--- src/rtl/pitch_freq_module_if.sv ---
// Handshake bundle between the min-tau search stage and the pitch-frequency divider.
interface pitch_freq_module_if #(
  parameter int unsigned FREQ_WIDTH = 16,
  parameter int unsigned TAU_WIDTH  = 8
);
  logic                  tau_ready;
  logic [TAU_WIDTH-1:0]  min_tau;
  logic                  busy;
  logic [FREQ_WIDTH-1:0] freq;
  logic                  freq_valid;
  logic                  voiced;

  // Upstream side: presents the lag, consumes the pitch result.
  modport master (
    output tau_ready,
    output min_tau,
    input  busy,
    input  freq,
    input  freq_valid,
    input  voiced
  );

  // Divider side.
  modport slave (
    input  tau_ready,
    input  min_tau,
    output busy,
    output freq,
    output freq_valid,
    output voiced
  );
endinterface

--- src/rtl/pitch_freq_module.sv ---
// Converts the lag of the first sub-threshold dip into a pitch estimate,
// freq = floor(SAMPLE_RATE / min_tau), using a bit-serial restoring divider.
module pitch_freq_module #(
  parameter int unsigned SAMPLE_RATE = 8000,
  parameter int unsigned FREQ_WIDTH  = 16,
  parameter int unsigned TAU_WIDTH   = 8,
  parameter int unsigned MIN_TAU     = 2
) (
  input logic                clk,
  input logic                reset,
  pitch_freq_module_if.slave bus
);

  localparam int unsigned CntWidth = (FREQ_WIDTH > 1) ? $clog2(FREQ_WIDTH) : 1;

  typedef enum logic [1:0] {
    StIdle,
    StDivide,
    StDone
  } state_e;

  state_e                state_q, state_d;
  logic                  tau_ready_q;
  logic [TAU_WIDTH-1:0]  tau_q, tau_d;
  logic [CntWidth-1:0]   cnt_q, cnt_d;
  logic [TAU_WIDTH-1:0]  rem_q, rem_d;
  logic [FREQ_WIDTH-1:0] div_q, div_d;
  logic [FREQ_WIDTH-1:0] quot_q, quot_d;
  logic                  vnext_q, vnext_d;
  logic [FREQ_WIDTH-1:0] freq_q, freq_d;
  logic                  voiced_q, voiced_d;
  logic                  valid_q, valid_d;

  logic                  tau_rise;
  logic [TAU_WIDTH:0]    rem_shift;

  assign tau_rise = bus.tau_ready & ~tau_ready_q;
  // Partial remainder with the next dividend bit appended; one bit wider than tau.
  assign rem_shift = {rem_q, div_q[FREQ_WIDTH-1]};

  // Edge register tracks tau_ready every cycle, regardless of state.
  always_ff @(posedge clk or posedge reset) begin
    if (reset) begin
      tau_ready_q <= 1'b0;
    end else begin
      tau_ready_q <= bus.tau_ready;
    end
  end

  // State and datapath registers.
  always_ff @(posedge clk or posedge reset) begin
    if (reset) begin
      state_q  <= StIdle;
      tau_q    <= '0;
      cnt_q    <= '0;
      rem_q    <= '0;
      div_q    <= '0;
      quot_q   <= '0;
      vnext_q  <= 1'b0;
      freq_q   <= '0;
      voiced_q <= 1'b0;
      valid_q  <= 1'b0;
    end else begin
      state_q  <= state_d;
      tau_q    <= tau_d;
      cnt_q    <= cnt_d;
      rem_q    <= rem_d;
      div_q    <= div_d;
      quot_q   <= quot_d;
      vnext_q  <= vnext_d;
      freq_q   <= freq_d;
      voiced_q <= voiced_d;
      valid_q  <= valid_d;
    end
  end

  // Next-state logic: latch lag, divide MSB first, publish result for one cycle.
  always_comb begin
    state_d  = state_q;
    tau_d    = tau_q;
    cnt_d    = cnt_q;
    rem_d    = rem_q;
    div_d    = div_q;
    quot_d   = quot_q;
    vnext_d  = vnext_q;
    freq_d   = freq_q;
    voiced_d = voiced_q;
    valid_d  = 1'b0;

    unique case (state_q)
      StIdle: begin
        // Edges seen outside idle are simply lost; no queueing.
        if (tau_rise) begin
          tau_d = bus.min_tau;
          if (bus.min_tau < TAU_WIDTH'(MIN_TAU)) begin
            state_d = StDone;
            quot_d  = '0;
            vnext_d = 1'b0;
          end else begin
            state_d = StDivide;
            cnt_d   = CntWidth'(FREQ_WIDTH - 1);
            rem_d   = '0;
            div_d   = FREQ_WIDTH'(SAMPLE_RATE);
            vnext_d = 1'b1;
          end
        end
      end
      StDivide: begin
        div_d = {div_q[FREQ_WIDTH-2:0], 1'b0};
        if (rem_shift >= {1'b0, tau_q}) begin
          // Difference is below tau, so the low bits hold it exactly.
          rem_d  = rem_shift[TAU_WIDTH-1:0] - tau_q;
          quot_d = {quot_q[FREQ_WIDTH-2:0], 1'b1};
        end else begin
          rem_d  = rem_shift[TAU_WIDTH-1:0];
          quot_d = {quot_q[FREQ_WIDTH-2:0], 1'b0};
        end
        if (cnt_q == '0) begin
          state_d = StDone;
        end else begin
          cnt_d = cnt_q - 1'b1;
        end
      end
      StDone: begin
        freq_d   = quot_q;
        voiced_d = vnext_q;
        valid_d  = 1'b1;
        state_d  = StIdle;
      end
      default: state_d = StIdle;
    endcase
  end

  assign bus.busy       = (state_q != StIdle);
  assign bus.freq       = freq_q;
  assign bus.voiced     = voiced_q;
  assign bus.freq_valid = valid_q;

endmodule

--- src/flat_wrapper.sv ---
// flat-port wrapper written by rule: the top's interface ports become plain ports
module pitch_freq_module_flat 
#(
  parameter int unsigned SAMPLE_RATE = 8000,
  parameter int unsigned FREQ_WIDTH  = 16,
  parameter int unsigned TAU_WIDTH   = 8,
  parameter int unsigned MIN_TAU     = 2
)
  (clk, reset, bus_tau_ready, bus_min_tau, bus_busy, bus_freq, bus_freq_valid, bus_voiced);
  pitch_freq_module_if #(.FREQ_WIDTH(FREQ_WIDTH), .TAU_WIDTH(TAU_WIDTH)) bus_i ();
  input logic clk;
  input logic reset;
  input wire logic [$bits(bus_i.tau_ready)-1:0] bus_tau_ready;
  input wire logic [$bits(bus_i.min_tau)-1:0] bus_min_tau;
  output wire logic [$bits(bus_i.busy)-1:0] bus_busy;
  output wire logic [$bits(bus_i.freq)-1:0] bus_freq;
  output wire logic [$bits(bus_i.freq_valid)-1:0] bus_freq_valid;
  output wire logic [$bits(bus_i.voiced)-1:0] bus_voiced;
  assign bus_i.tau_ready = bus_tau_ready;
  assign bus_i.min_tau = bus_min_tau;
  assign bus_busy = bus_i.busy;
  assign bus_freq = bus_i.freq;
  assign bus_freq_valid = bus_i.freq_valid;
  assign bus_voiced = bus_i.voiced;
  pitch_freq_module #(.SAMPLE_RATE(SAMPLE_RATE), .FREQ_WIDTH(FREQ_WIDTH), .TAU_WIDTH(TAU_WIDTH), .MIN_TAU(MIN_TAU)) u_core (.clk(clk), .reset(reset), .bus(bus_i));
endmodule
--- config.mk ---
export PLATFORM = sky130hd
export DESIGN_NAME = pitch_freq_module_flat
export DESIGN_NICKNAME = d
export VERILOG_FILES = /design/src/rtl/pitch_freq_module_if.sv /design/src/rtl/pitch_freq_module.sv /design/src/flat_wrapper.sv
export SDC_FILE = /design/constraint.sdc
export NUM_CORES = 1
export LEC_CHECK = 0
export BUFFER_PORTS_ARGS = -buffer_cell sky130_fd_sc_hd__buf_2
export CORE_UTILIZATION = 52
export CTS_BUF_LIST = sky130_fd_sc_hd__clkbuf_16
export DETAILED_ROUTE_END_ITERATION = 6
export PLACE_DENSITY = 0.71
export RECOVER_POWER = 25
export SYNTH_ARGS = -nofsm -noshare
export SYNTH_HDL_FRONTEND = slang
export SYNTH_SLANG_ARGS = --single-unit
export TNS_END_PERCENT = 100
--- constraint.sdc ---
create_clock -name clk -period 1.85 [get_ports clk]
set_clock_uncertainty 0.05 [all_clocks]
set_input_delay 0.0925 -clock clk [delete_from_list [all_inputs] [get_ports clk]]
set_output_delay 0.0925 -clock clk [all_outputs]
set_load 0.05 [all_outputs]
Word level (Yosys, flattened, before mapping):

Index checks and enable logic that the tools add are counted.

* register bits: 74
* input port bits: 11
* output and inout port bits: 19
* logic and storage cells: 54

* add/sub/neg operators: 2
* order comparisons: 2
* equality and inequality tests: 7
* muxes and demuxes: 21
* bitwise gates (word level): 2
* reduce and logical (&&, ||, !) cells: 9

Operators by type and width (count)
* two-way mux 16 bit: 4
* case mux 16 bit (2 select lines): 2
* two-way mux 8 bit: 3
* case mux 8 bit (2 select lines): 1
* two-way mux 4 bit: 3
* greater-or-equal comparator 9 x 8 -> 1 bit: 1
* < comparator 8 x 2 -> 1 bit (second input constant): 1
* case mux 4 bit (2 select lines): 1
* subtractor 8 bit: 1
* two-way mux 2 bit: 3
* != test 2 x 1 -> 1 bit (second input constant): 3
* AND reduction 3 bit: 2
* logical NOT 4 bit: 1
* != test 2 bit (second input constant): 2
* case mux 2 bit (2 select lines): 1
* AND reduction 2 bit: 2
* AND reduction 4 bit: 1
* nonzero test 2 bit: 2
* subtractor 4 x 1 -> 4 bit (second input constant): 1
* two-way mux 1 bit: 3
* equality test 2 x 1 -> 1 bit (second input constant): 1
* equality test 2 bit (second input constant): 1
* logical NOT 2 bit: 1
* AND 1 bit: 1
* NOT 1 bit: 1

Logic depth before layout (Yosys ltp):

* depth in word-level cells: 4
* depth in mapped cells: 8

Worst setup path after synthesis:

No wires, ideal clock.

* kind: reg2reg
* start: reg u_core.div_q[15]
* end: reg u_core.rem_q[6]
* setup time: 95 ps
* arrival: 1796 ps
* setup slack: -91 ps
* cell stages (with the launch flop): 9
* path buffers: 0
* cells stage by stage: dfrtp_1 -> inv_1 -> ha_1 -> fa_1 -> nand2b_1 -> a21oi_1 -> mux2i_1 -> and4b_1 -> o31ai_1

* cells in the longest elaborated chain, start to end: 3

Ends and longest elaborated chain
* start, declared: RTL line pitch_freq_module.sv:27 `logic [FREQ_WIDTH-1:0] div_q, div_d;`
* start signal, assigned: RTL line pitch_freq_module.sv:68 `div_q <= div_d;`
* subtractor 8 bit or greater-or-equal comparator 9 x 8 -> 1 bit (tied branches): RTL line pitch_freq_module.sv:112, pitch_freq_module.sv:110
* two-way mux 8 bit (*): RTL line pitch_freq_module.sv:110 `if (rem_shift >= {1'b0, tau_q}) begin`
* case mux 8 bit (2 select lines) (*): RTL line pitch_freq_module.sv:90 `unique case (state_q)`
* end signal, assigned: RTL line pitch_freq_module.sv:67 `rem_q <= rem_d;`
* end, declared: RTL line pitch_freq_module.sv:26 `logic [TAU_WIDTH-1:0] rem_q, rem_d;`

Mark *: on every way between the ends. The rest lies on a longest branch, timed or not.
A chain may end at the register's enable or synchronous reset.

Worst setup path in the final report:

* start: reg u_core.tau_q[0]
* end: reg u_core.rem_q[7]

* cells in the longest elaborated chain, start to end: 3

Ends and longest elaborated chain
* start, declared: RTL line pitch_freq_module.sv:24 `logic [TAU_WIDTH-1:0] tau_q, tau_d;`
* start signal, assigned: RTL line pitch_freq_module.sv:65 `tau_q <= tau_d;`
* subtractor 8 bit or greater-or-equal comparator 9 x 8 -> 1 bit (tied branches): RTL line pitch_freq_module.sv:112, pitch_freq_module.sv:110
* two-way mux 8 bit (*): RTL line pitch_freq_module.sv:110
* case mux 8 bit (2 select lines) (*): RTL line pitch_freq_module.sv:90

Marked as above.

==> results.md <==
- Critical Path End Type: flip-flop
- Main synth FF type: dfrtp_1
- Final worst setup slack: -0.0933 ns
- ANT cells: 0
- Sequential share of the synthesized area: 56.6%
- Synth Area per Inst: about 12 µm²
- Syn Nets: 279
- Clock share of power: approximately a fifth
- Final setup viols: 6
- Most used routing layer: met2
- Number of global-route vias before repair: between 2000 and 2500
- First-pass GRT wire length: 11100 µm
- FF-to-FF End: u_core.rem_q[7]
- LEAKAGE: around 1.9 nW
- Flop pwr share: between 20% and 30%
- DPL Wire Length: 4120 µm
- Largest net degree at the start of global routing: 30
- Min-delay worst type: in2reg
- CTS Root Cell: clkbuf_16
- Drt initial violations: 102
- Worst Setup Start Kind: flip-flop
- Yosys top cell area share: a little under three fifths
- Peak Freq: 515 MHz
- Area Growth Syn to Fin: 31.9%
- Setup TNS: -0.225 ns
- Share of cells above drive strength 1: 33.5%
- Die width: 78.0 µm
- RR Startpoint: u_core.tau_q[0]
- Yosys reg bits: 68
- R2R setup slack: -0.09 ns
- Synth Cell Area: 0.00300 mm²
- Synth Warn #: 0
- Avg WL per Cell: 16.4 µm
- Via count: 2241
- TritonCTS clock tree: built
- Routed Antenna Nets: 0
- Synth cell types: 38
- WHS Path Cells: 2
- Final critical-path required period: 1.94 ns
- Slew at the pin closest to its max-slew limit: between 1 and 1.5 ns
- Port buffer count: 29
- Clk slew on worst S/H paths: 0.06 ns
- Slew Limit Headroom: 24.7%
- Worst-skew pair later-pin latency: 0.33 ns
- Cells taking the most area after synthesis: dfrtp_1 (57%), a22o_1 (6.1%), mux2_2 (6.0%)
- Max-Cap Viols: 0
- RSZ-0062 raised after global routing: true
- IO Pins: 30
- Asr flop ratio synth: 100%
- FP Rows: 27
- RD Place Congestion: 0.866
- Via density per instance: 5.48
- WP data required: 2.01 ns
- Clock tree buffer depth: 2
- Final nets: 353
- DRT Pass-1 Iters: 4
- Number of synthesized flops with an enable pin: 0
- Hold_ws: 0.421 ns
- Power per Cell Area: 2130 mW/mm²
- Initial antenna violation count: 0
- Internal power: ~0.005 W
- Worst Path Arrival: 2.10 ns
- Most frequent cells in the layout: dfrtp_1 (68), buf_4 (33), nand2_1 (28), buf_2 (25), a22o_1 (21)
- Grt met1 use: 30.2%
- Logic pwr share: 51.2%
- Number of remaining DRC errors: 0
- Cts bufs inserted: 9
- GRT Total Usage: about a quarter
- Num Clock Sinks: 68
- P_sw: between 0.003 and 0.004 W
- Met3 GRT Util: under 10%
- Power after layout: 0.00842 W
- Commonest non-fill, non-tap cell in the layout: dfrtp_1
- Met2 Track Usage GR: 40.2%
- Switching portion of total power: 40.1%
- Crit path max fanout: 4
- Max-slew violations: 0
- H-tree lvl count: 3
- Final Hold Viols: 0
- Die height: about 78 µm
- Die area: 0.00608 mm²
- Worst vdd ir: between 1000 and 1500 µV
- Core area: 0.00554 mm²
- Status: finished, violations left
- Crit share post-route: 105%
- Critical Path Source: u_core.tau_q[0]
- Crit Path Category: reg2reg
- End point of the critical path: u_core.rem_q[7]
- Final global-route overflow total: 0
- Dominant cell type by area after synthesis: dfrtp_1
- FF-to-FF path depth: 8
- Failing checks: setup timing
- Starting Density: 54.2%
- Synth Instances: 258
- Routed WL: ~6700 µm
## worst min-delay path by stage
stage,start,to,slack [ns]
after floorplan,bus_tau_ready,u_core.tau_ready_q,0.07
after global routing,bus_tau_ready,u_core.tau_ready_q,0.43
after detailed placement,reset,u_core.cnt_q[3],0.14
final,bus_tau_ready,u_core.tau_ready_q,0.42
after CTS,reset,u_core.bus.freq[12],0.35
after global placement,reset,u_core.cnt_q[1],0.13
## state kept, by name (all words and copies together) (netlist names)
register / count
u_core.div_q: 10
u_core.bus.freq_valid: 1
u_core.rem_q: 8
u_core.state_q: 2
u_core.vnext_q: 1
u_core.tau_ready_q: 1
u_core.cnt_q: 4
u_core.tau_q: 8
u_core.bus.freq: 16
u_core.bus.voiced: 1
u_core.quot_q: 16
## power groups by stage
stage | Sequential, W | Combinational [W] | Clock, W
global route | 0.00252 | 0.00467 | 0.00174
CTS | 0.00243 | 0.00402 | 0.00169
detailed placement | 0.00243 | 0.00380 | 0
floorplan | 0.00289 | 0.00222 | 0
finish | 0.00244 | 0.00431 | 0.00167
global placement | 0.00242 | 0.00373 | 0
## critical path, stage by stage (launching register included)
cell and delay (ns):
dfrtp_1 0.38, ha_2 0.34, nand2b_4 0.12, a31oi_2 0.10, o31ai_2 0.27, buf_4 0.17
buf_4 0.12, a2bb2oi_1 0.19, o21ai_1 0.09
## cell type report
type	count	area (µm²)
multi-input combinational	164	1320
sequential	68	1700
timing repair buffer	73	495
tap	72	90.1
clock inverter	7	68.8
inverter	16	61.3
clock buffer	9	225
fill	381	1580
## stage by stage
stage	worst slack [ns]	cells	cell area, µm²	utilization (%)
after floorplan	-0.00195	258	3020	-
after global placement	-0.0355	380	3450	62.4
after detailed placement	-0.0541	380	3450	62.4
after CTS	-0.0954	407	3910	70.5
after global routing	-0.174	409	3960	71.5
final	-0.0933	409	3960	71.5
## Yosys cell counts (2+ instances only)
cell type / instances
or2_2: 2
o21ai_0: 18
o31ai_1: 3
buf_2: 2
nand2b_1: 8
xor2_1: 2
o21bai_2: 2
mux2_2: 16
and3_1: 2
xnor2_1: 3
dfrtp_1: 68
nor3_1: 2
inv_1: 16
a21oi_1: 9
mux2i_1: 6
a22o_1: 21
nand2_1: 28
nor2_1: 11
o22a_1: 5
ha_1: 9
a31oi_1: 3
clkbuf_1: 6
## cell families after synthesis
group | count (synthesis) | share of synthesized area, %
AOI/OAI and AO/OA | 67 | 16.0
xor gates and xnor gates | 5 | 1.46
adders and majority gates | 10 | 4.41
buffers and inverters | 26 | 3.58
DFF | 68 | 56.6
muxes | 22 | 8.00
and+or+nand+nor | 60 | 9.95
## routing by layer
| metal | vias up | part of all wire [%] |
|---|---|---|
| met1 | 1106 | 43 |
| met3 | 12 | 3.1 |
| li1 | 1072 | - |
| met5 | - | 0 |
| met2 | 51 | 52 |
| met4 | 0 | 2.0 |
## what timing repair did
action                                  CTS  global route
hold buffers                             10             0
endpoints found under the hold margin    33             0
pin swaps                                 3             5
resized for setup                         6            13
endpoints found under the setup margin    8            24
setup buffers                             1             2
(Power assumes the default switching activity.)
